<file path="src/rtl/autoscale_pkg.sv">
// autoscale_pkg
// Shared definitions for the autoscale / autoscale_restore pair in the FRB
// spectrum path: default shift limits, the shift type width, the framing FSM
// state enum and the shift clamp helper. No ports (package).
package autoscale_pkg;

    localparam int SHIFT_W       = 6;
    localparam int MIN_SHIFT_DEF = 4;
    localparam int MAX_SHIFT_DEF = 14;

    typedef logic [SHIFT_W-1:0] shift_t;

    typedef enum logic {
        IDLE = 1'b0,
        RUN  = 1'b1
    } state_e;

    // shift_eff = min(max(s, lo), hi); operands are zero-extended to 32 bits
    function automatic logic [31:0] clamp_shift(input logic [31:0] s,
                                                input logic [31:0] lo,
                                                input logic [31:0] hi);
        logic [31:0] r;
        r = (s < lo) ? lo : s;
        r = (r > hi) ? hi : r;
        return r;
    endfunction

endpackage

</file>
<file path="src/rtl/autoscale_restore_lane.sv">
// autoscale_restore_lane
// Combinational restore for one stream: left-shift the scaled sample back to
// absolute scale, saturating to all-ones when any bit lands at or above
// DOUT_WIDTH.
// Ports:
//   din   in  DIN_WIDTH    scaled sample (unsigned)
//   shift in  SHIFT_WIDTH  clamped shift, never above MAX_SHIFT
//   dout  out DOUT_WIDTH   restored sample
//   sat   out 1            this stream saturated
module autoscale_restore_lane #(
    parameter int DIN_WIDTH   = 32,
    parameter int DOUT_WIDTH  = 40,
    parameter int SHIFT_WIDTH = 6,
    parameter int MAX_SHIFT   = 14
) (
    input  logic [DIN_WIDTH-1:0]   din,
    input  logic [SHIFT_WIDTH-1:0] shift,
    output logic [DOUT_WIDTH-1:0]  dout,
    output logic                   sat
);

    // Wide enough that the largest legal shift never loses bits.
    localparam int FULL_W = DIN_WIDTH + MAX_SHIFT;

    logic [FULL_W-1:0] full;

    always_comb begin
        full = FULL_W'(din) << shift;
    end

    generate
        if (FULL_W > DOUT_WIDTH) begin : g_sat
            always_comb begin
                sat  = |full[FULL_W-1:DOUT_WIDTH];
                dout = sat ? {DOUT_WIDTH{1'b1}} : full[DOUT_WIDTH-1:0];
            end
        end else begin : g_nosat
            // Output is wide enough for every legal shift: overflow impossible.
            always_comb begin
                sat  = 1'b0;
                dout = DOUT_WIDTH'(full);
            end
        end
    endgenerate

endmodule

</file>
<file path="src/rtl/autoscale_restore.sv">
// autoscale_restore
// Inverse of the autoscale stage: restores two autoscaled unsigned spectral
// streams to absolute power scale using the per-frame shift latched on the
// frame sync. Frame-synchronous with framing-error detection/resync; 2-stage
// pipeline, 1 sample/cycle, no backpressure.
// Optional: define AUTOSCALE_RESTORE_STATS_EN to add sat_count, the number of
// saturated samples in the last completed frame, reported on the next frame's
// sync_out.
// Ports:
//   clk, rst        clock, asynchronous active-high reset
//   din1, din2      scaled input streams
//   din_valid       input qualifier
//   sync_in         first sample of a frame (qualified by din_valid)
//   shift_value     scaler shift for this frame (sampled on qualified sync)
//   dout1, dout2    restored streams (hold when dout_valid=0)
//   dout_valid      output qualifier
//   sync_out        first output sample of a frame
//   shift_applied   clamped shift of the current output frame
//   sat_flag        dout1 or dout2 saturated on this sample
//   sat_count       (stats build only) saturations in last completed frame
//   frame_err       one-cycle framing-violation pulse, output-stage timing
module autoscale_restore
    import autoscale_pkg::*;
#(
    parameter int DIN_WIDTH   = 32,
    parameter int DOUT_WIDTH  = 40,
    parameter int SHIFT_WIDTH = SHIFT_W,
    parameter int MIN_SHIFT   = MIN_SHIFT_DEF,
    parameter int MAX_SHIFT   = MAX_SHIFT_DEF,
    parameter int FRAME_LEN   = 2048
) (
    input  logic                   clk,
    input  logic                   rst,
    input  logic [DIN_WIDTH-1:0]   din1,
    input  logic [DIN_WIDTH-1:0]   din2,
    input  logic                   din_valid,
    input  logic                   sync_in,
    input  logic [SHIFT_WIDTH-1:0] shift_value,
    output logic [DOUT_WIDTH-1:0]  dout1,
    output logic [DOUT_WIDTH-1:0]  dout2,
    output logic                   dout_valid,
    output logic                   sync_out,
    output logic [SHIFT_WIDTH-1:0] shift_applied,
    output logic                   sat_flag,
`ifdef AUTOSCALE_RESTORE_STATS_EN
    output logic [15:0]            sat_count,
`endif
    output logic                   frame_err
);

    localparam int NUM_LANES = 2;
    localparam int STAGES    = 2;
    localparam int CNT_W     = $clog2(FRAME_LEN) + 1;
    localparam logic [CNT_W-1:0] CNT_FULL = CNT_W'(FRAME_LEN);

    // ---------------- framing FSM (input side) ----------------
    state_e                 state, state_n;
    logic [CNT_W-1:0]       cnt, cnt_n;
    logic [SHIFT_WIDTH-1:0] shift_r, shift_n;
    logic [SHIFT_WIDTH-1:0] shift_clamped;
    logic                   accept, err_in;

    always_comb begin
        shift_clamped = SHIFT_WIDTH'(clamp_shift(32'(shift_value),
                                                 32'(MIN_SHIFT),
                                                 32'(MAX_SHIFT)));
    end

    always_ff @(posedge clk or posedge rst) begin
        if (rst) begin
            state   <= IDLE;
            cnt     <= '0;
            shift_r <= '0;
        end else begin
            state   <= state_n;
            cnt     <= cnt_n;
            shift_r <= shift_n;
        end
    end

    always_comb begin
        state_n = state;
        cnt_n   = cnt;
        shift_n = shift_r;
        accept  = 1'b0;
        err_in  = 1'b0;
        case (state)
            IDLE: begin
                if (din_valid && sync_in) begin
                    accept  = 1'b1;
                    cnt_n   = CNT_W'(1);
                    shift_n = shift_clamped;
                    state_n = RUN;
                end
            end
            RUN: begin
                if (din_valid) begin
                    if (sync_in) begin
                        // Early sync truncates the running frame; it still
                        // starts the new one.
                        accept  = 1'b1;
                        err_in  = (cnt != CNT_FULL);
                        cnt_n   = CNT_W'(1);
                        shift_n = shift_clamped;
                    end else if (cnt == CNT_FULL) begin
                        // Missing sync: drop and wait for the next sync.
                        err_in  = 1'b1;
                        cnt_n   = '0;
                        state_n = IDLE;
                    end else begin
                        accept  = 1'b1;
                        cnt_n   = cnt + CNT_W'(1);
                    end
                end
            end
            default: begin
                state_n = IDLE;
                cnt_n   = '0;
            end
        endcase
    end

    // ---------------- stage 1 ----------------
    logic [NUM_LANES-1:0][DIN_WIDTH-1:0]  s1_din;
    logic [SHIFT_WIDTH-1:0]               s1_shift;
    logic                                 s1_sync, s1_err;
    logic [STAGES:1]                      vld_pipe;

    always_ff @(posedge clk or posedge rst) begin
        if (rst) begin
            s1_din   <= '0;
            s1_shift <= '0;
            s1_sync  <= 1'b0;
            s1_err   <= 1'b0;
        end else begin
            s1_err  <= err_in;
            s1_sync <= accept & sync_in;
            if (accept) begin
                s1_din   <= {din2, din1};
                s1_shift <= shift_n;
            end
        end
    end

    // ---------------- lanes ----------------
    logic [NUM_LANES-1:0][DOUT_WIDTH-1:0] lane_dout;
    logic [NUM_LANES-1:0]                 lane_sat;

    genvar g;
    generate
        for (g = 0; g < NUM_LANES; g++) begin : g_lane
            autoscale_restore_lane #(
                .DIN_WIDTH  (DIN_WIDTH),
                .DOUT_WIDTH (DOUT_WIDTH),
                .SHIFT_WIDTH(SHIFT_WIDTH),
                .MAX_SHIFT  (MAX_SHIFT)
            ) u_lane (
                .din  (s1_din[g]),
                .shift(s1_shift),
                .dout (lane_dout[g]),
                .sat  (lane_sat[g])
            );
        end
    endgenerate

    // ---------------- stage 2 (outputs) ----------------
    always_ff @(posedge clk or posedge rst) begin
        if (rst) begin
            vld_pipe      <= '0;
            dout1         <= '0;
            dout2         <= '0;
            sync_out      <= 1'b0;
            shift_applied <= '0;
            sat_flag      <= 1'b0;
            frame_err     <= 1'b0;
        end else begin
            vld_pipe  <= {vld_pipe[STAGES-1:1], accept};
            frame_err <= s1_err;
            sync_out  <= vld_pipe[1] & s1_sync;
            sat_flag  <= vld_pipe[1] & (|lane_sat);
            if (vld_pipe[1]) begin
                dout1 <= lane_dout[0];
                dout2 <= lane_dout[1];
                if (s1_sync) shift_applied <= s1_shift;
            end
        end
    end

    assign dout_valid = vld_pipe[STAGES];

`ifdef AUTOSCALE_RESTORE_STATS_EN
    // Counted at output timing so the report lands exactly on sync_out.
    // frame_ok: the frame now in flight started cleanly and has not been
    // followed by a framing error, so its count may be reported.
    logic [15:0] sat_acc;
    logic        frame_ok;
    logic        s1_sat;

    assign s1_sat = |lane_sat;

    always_ff @(posedge clk or posedge rst) begin
        if (rst) begin
            sat_acc   <= '0;
            sat_count <= '0;
            frame_ok  <= 1'b0;
        end else if (vld_pipe[1] && s1_sync) begin
            if (frame_ok && !s1_err) sat_count <= sat_acc;
            sat_acc  <= {15'd0, s1_sat};
            frame_ok <= 1'b1;
        end else begin
            if (s1_err) frame_ok <= 1'b0;
            if (vld_pipe[1] && s1_sat && sat_acc != 16'hFFFF)
                sat_acc <= sat_acc + 16'd1;
        end
    end
`endif

endmodule

</file>
<file path="config.mk">
export PLATFORM = sky130hd
export DESIGN_NAME = autoscale_restore
export DESIGN_NICKNAME = d
export VERILOG_FILES = /design/src/rtl/autoscale_pkg.sv /design/src/rtl/autoscale_restore_lane.sv /design/src/rtl/autoscale_restore.sv
export SDC_FILE = /design/constraint.sdc
export NUM_CORES = 1
export LEC_CHECK = 0
export CAP_MARGIN = 15
export CORE_UTILIZATION = 50
export DETAILED_ROUTE_END_ITERATION = 16
export PLACE_DENSITY = 0.77
export SKIP_CTS_REPAIR_TIMING = 1
export SYNTH_ARGS = -nofsm -noshare
export SYNTH_HDL_FRONTEND = slang
export SYNTH_SLANG_ARGS = --single-unit
</file>
<file path="constraint.sdc">
create_clock -name clk -period 5.5 [get_ports clk]
set_clock_uncertainty 0.1 [all_clocks]
set_input_delay 0.825 -clock clk [delete_from_list [all_inputs] [get_ports clk]]
set_output_delay 0.825 -clock clk [all_outputs]
set_load 0.05 [all_outputs]
</file>
==> reports/qor.csv <==
stage,metric,value,unit
finish,num-nets-final,1326,
sta,drv_slew,0,
sta,worst_pin_slew,1135,ps
synthesis,ys_seq_area_share,39.80,%
pwr,p_leak,0.005599,uW
critical_path,max_stage_delay,860,ps
synthesis,synthCells,1142,
placed_design,port_buffers,163,
synthesis,synth.top_cells.by_count,"nand2_1 (185), dfrtp_1 (182), mux2_2 (103)",
placed_design,place_area,13180,um^2
critical_path,arrival,4210,ps
finish,drive_gt1_share,18.54,%
floorplanning,rows,54,
synthesis,synth_cell_types,62,
floorplanning,core,22160,um^2
run,maxCapViolations,0,
synthesis,ys_ff_latch,182,
drt,ant_nets,0,
clocking,cts.sinks,182,
synthesis,ys_async_sr_fraction,100.0,%
global_route,antenna_found_initial,0,
clocking,cts_inserted_buffers,17,
global_route,grt_util_met1,48.56,%
clocking,htree_levels,4,
sta,holdWs,258.6,ps
critical_path,cp.required,5710,ps
global_route,gr-usage-met3,5.529,%
placed_design,hpwlAfterDp,25.97,mm
worst_hold_path,hold_class,reg -> reg,
critical_path,end_kind,register,
critical_path,setup.worst_path.start,s1_shift[0],
clocking,clockRootBuffer,clkbuf_16,
clocking,clkLatencyLatePin,450,ps
floorplanning,die_h,153.3,um
finish,area_delta_synth_final,20.51,%
critical_path,path_class,reg -> reg,
sta,period_minus_slack,3995,ps
critical_path,timing.rr.start,s1_shift[0],
global_route,grt_max_degree,183,
floorplanning,die-area,23490,um^2
worst_hold_path,worstHoldStart,s1_err,
drt,firstDrtPassIters,5,
synthesis,synth_most_common_cell,nand2_1,
drt,drc,0,
synthesis,syn_nets,1219,
synthesis,synth_warnings,0,
drt,drtIter0Drc,1309,
critical_path,path_cells,inv_1 -> mux2i_1 -> a221oi_1 -> and3b_1 -> nand4_1 -> nand3_1 -> buf_4 -> o2111ai_1,
critical_path,critical_path.top_delay_family,buffers and inverters,
sta,hold_viol,0,
pwr,ir_drop,0.2214,mV
placed_design,place_ws,1511,ps
clocking,cts_tree,built,
finish,diodes,0,
placed_design,gp_congestion,1.025,
pwr,power.density,349.7,nW/um^2
sta,post-route-period-util,72.63,%
critical_path,path_buf_inv,2,
synthesis,ys.flop_type,dfrtp_1,
global_route,busiest_layer,met1,
synthesis,synth_edf_count,0,
finish,design_area,13790,um^2
sta,final-setup-viol-count,0,
clocking,clockBufferDepth,2,
global_route,grt_use_met2,44.86,%
drt,routed_wl,36.07,mm
sta,slew-limit-headroom,24.09,%
drt,routedWlPerCell,23.39,um
critical_path,cp-start-kind,register,
pwr,p_total,4822,uW
floorplanning,ioPinCount,164,
synthesis,avgSynthCellArea,10.02,um^2
floorplanning,die_x,153.3,um
run_status,outcome,completed,
sta,fin_tns_setup,0,ps
synthesis,synth_area_leaders,"dfrtp_1 (40%), mux4_2 (11%), mux2_2 (10%)",
critical_path,worstPathMaxFanout,43,
synthesis,syn_area,11440,um^2
sta,worst_slack,1505,ps
global_route,grt_first_pass_wirelength,56.68,mm
synthesis,synth.largest_area_cell,dfrtp_1,
clocking,path_clk_slew,80,ps
critical_path,cpMaxStageDelayCell,dfrtp_4,
drt,vias_per_cell,6.555,
floorplanning,start_util,51.63,%
synthesis,synth_top_area_share,39.80,%
drt,via_count,10108,
sta,max_freq,0.2503,GHz
sta,rsz0062_at_grt,no,
global_route,track_usage,31.59,%
global_route,overflow,0,
global_route,grt_pass1_vias,9324,
## final timing paths
kind                                   end  slack [ps]  cells past startpoint
worst min-delay path             frame_err         260                      0
worst max-delay path             dout2[31]        1510                      8
worst max register to register   dout2[31]        1510                      8
max in group asynchronous       s1_din[15]        3610                      3
worst min register to register   frame_err         260                      0
min in group asynchronous        dout1[12]         890                      3
## registers in the layout, summed over array words and instances, names as in the netlist
register / count
frame_err: 1
s1_err: 1
sat_flag: 1
cnt: 12
dout1: 40
s1_sync: 1
dout2: 40
s1_shift: 6
shift_applied: 6
s1_din: 64
sync_out: 1
shift_r: 6
vld_pipe: 2
state: 1
## final cells by class
class                   count  area, um^2
clock buffers              19       442.9
clock inverters            13       163.9
fillers                  1845        8372
inverters                  22       86.33
multi-input cells         844        6381
flip-flops and latches    182        4566
well taps                 280       350.3
repair buffers            182        1799
## layout by cell type (no fill, tap or decap), types with 5 or more instances in the layout
master           synthesis  layout
nand2_1                185     185
dfrtp_1                182     177
clkdlybuf4s50_1          0     163
mux2_2                 103     103
nor2_1                  88      88
o21ai_0                 84      84
mux4_2                  58      58
a21oi_1                 56      55
mux2i_1                 50      50
nand3_1                 23      23
inv_1                   21      20
clkbuf_16                0      17
buf_4                   12      17
a22oi_1                 13      13
o221ai_1                13      13
nor2b_1                 12      12
and3_1                  12      12
o22ai_1                 11      11
a221oi_1                10      10
a31oi_1                  8       8
a2bb2oi_1                8       8
a221o_1                  8       8
nor3_1                   7       7
o211ai_1                 7       7
and2_1                   6       6
o221ai_2                 6       6
clkinvlp_4               0       5
## kinds of logic after synthesis
kind of cell	share of synthesized area, %
simple gates	13.24
compound gates	16.02
mux	25.93
flops	39.80
buf+inv	4.527
fa+ha+maj	0.3281
xor+xnor	0.1531
## layer usage
| layer | vias to the layer above | share of wire (%) |
|---|---|---|
| met5 | - | 0 |
| met4 | 0 | 2.6 |
| met3 | 59 | 9.3 |
| met2 | 625 | 43 |
| met1 | 4990 | 45 |
| li1 | 4434 | - |
## power by group
part	switching [uW]	internal, uW	total, uW	leakage, uW
combinational	1110	714	1820	0.00326
sequential	207	1510	1720	0.00206
clock	585	697	1280	0.000283
## metrics by stage
stage / util, % / std cells
floorplan: - / 1142
CTS: 62.22 / 1542
finish: 62.22 / 1542
global route: 62.22 / 1542
detailed placement: 59.49 / 1510
global placement: 59.49 / 1510
No activity file was read; power rests on OpenSTA's default activity.
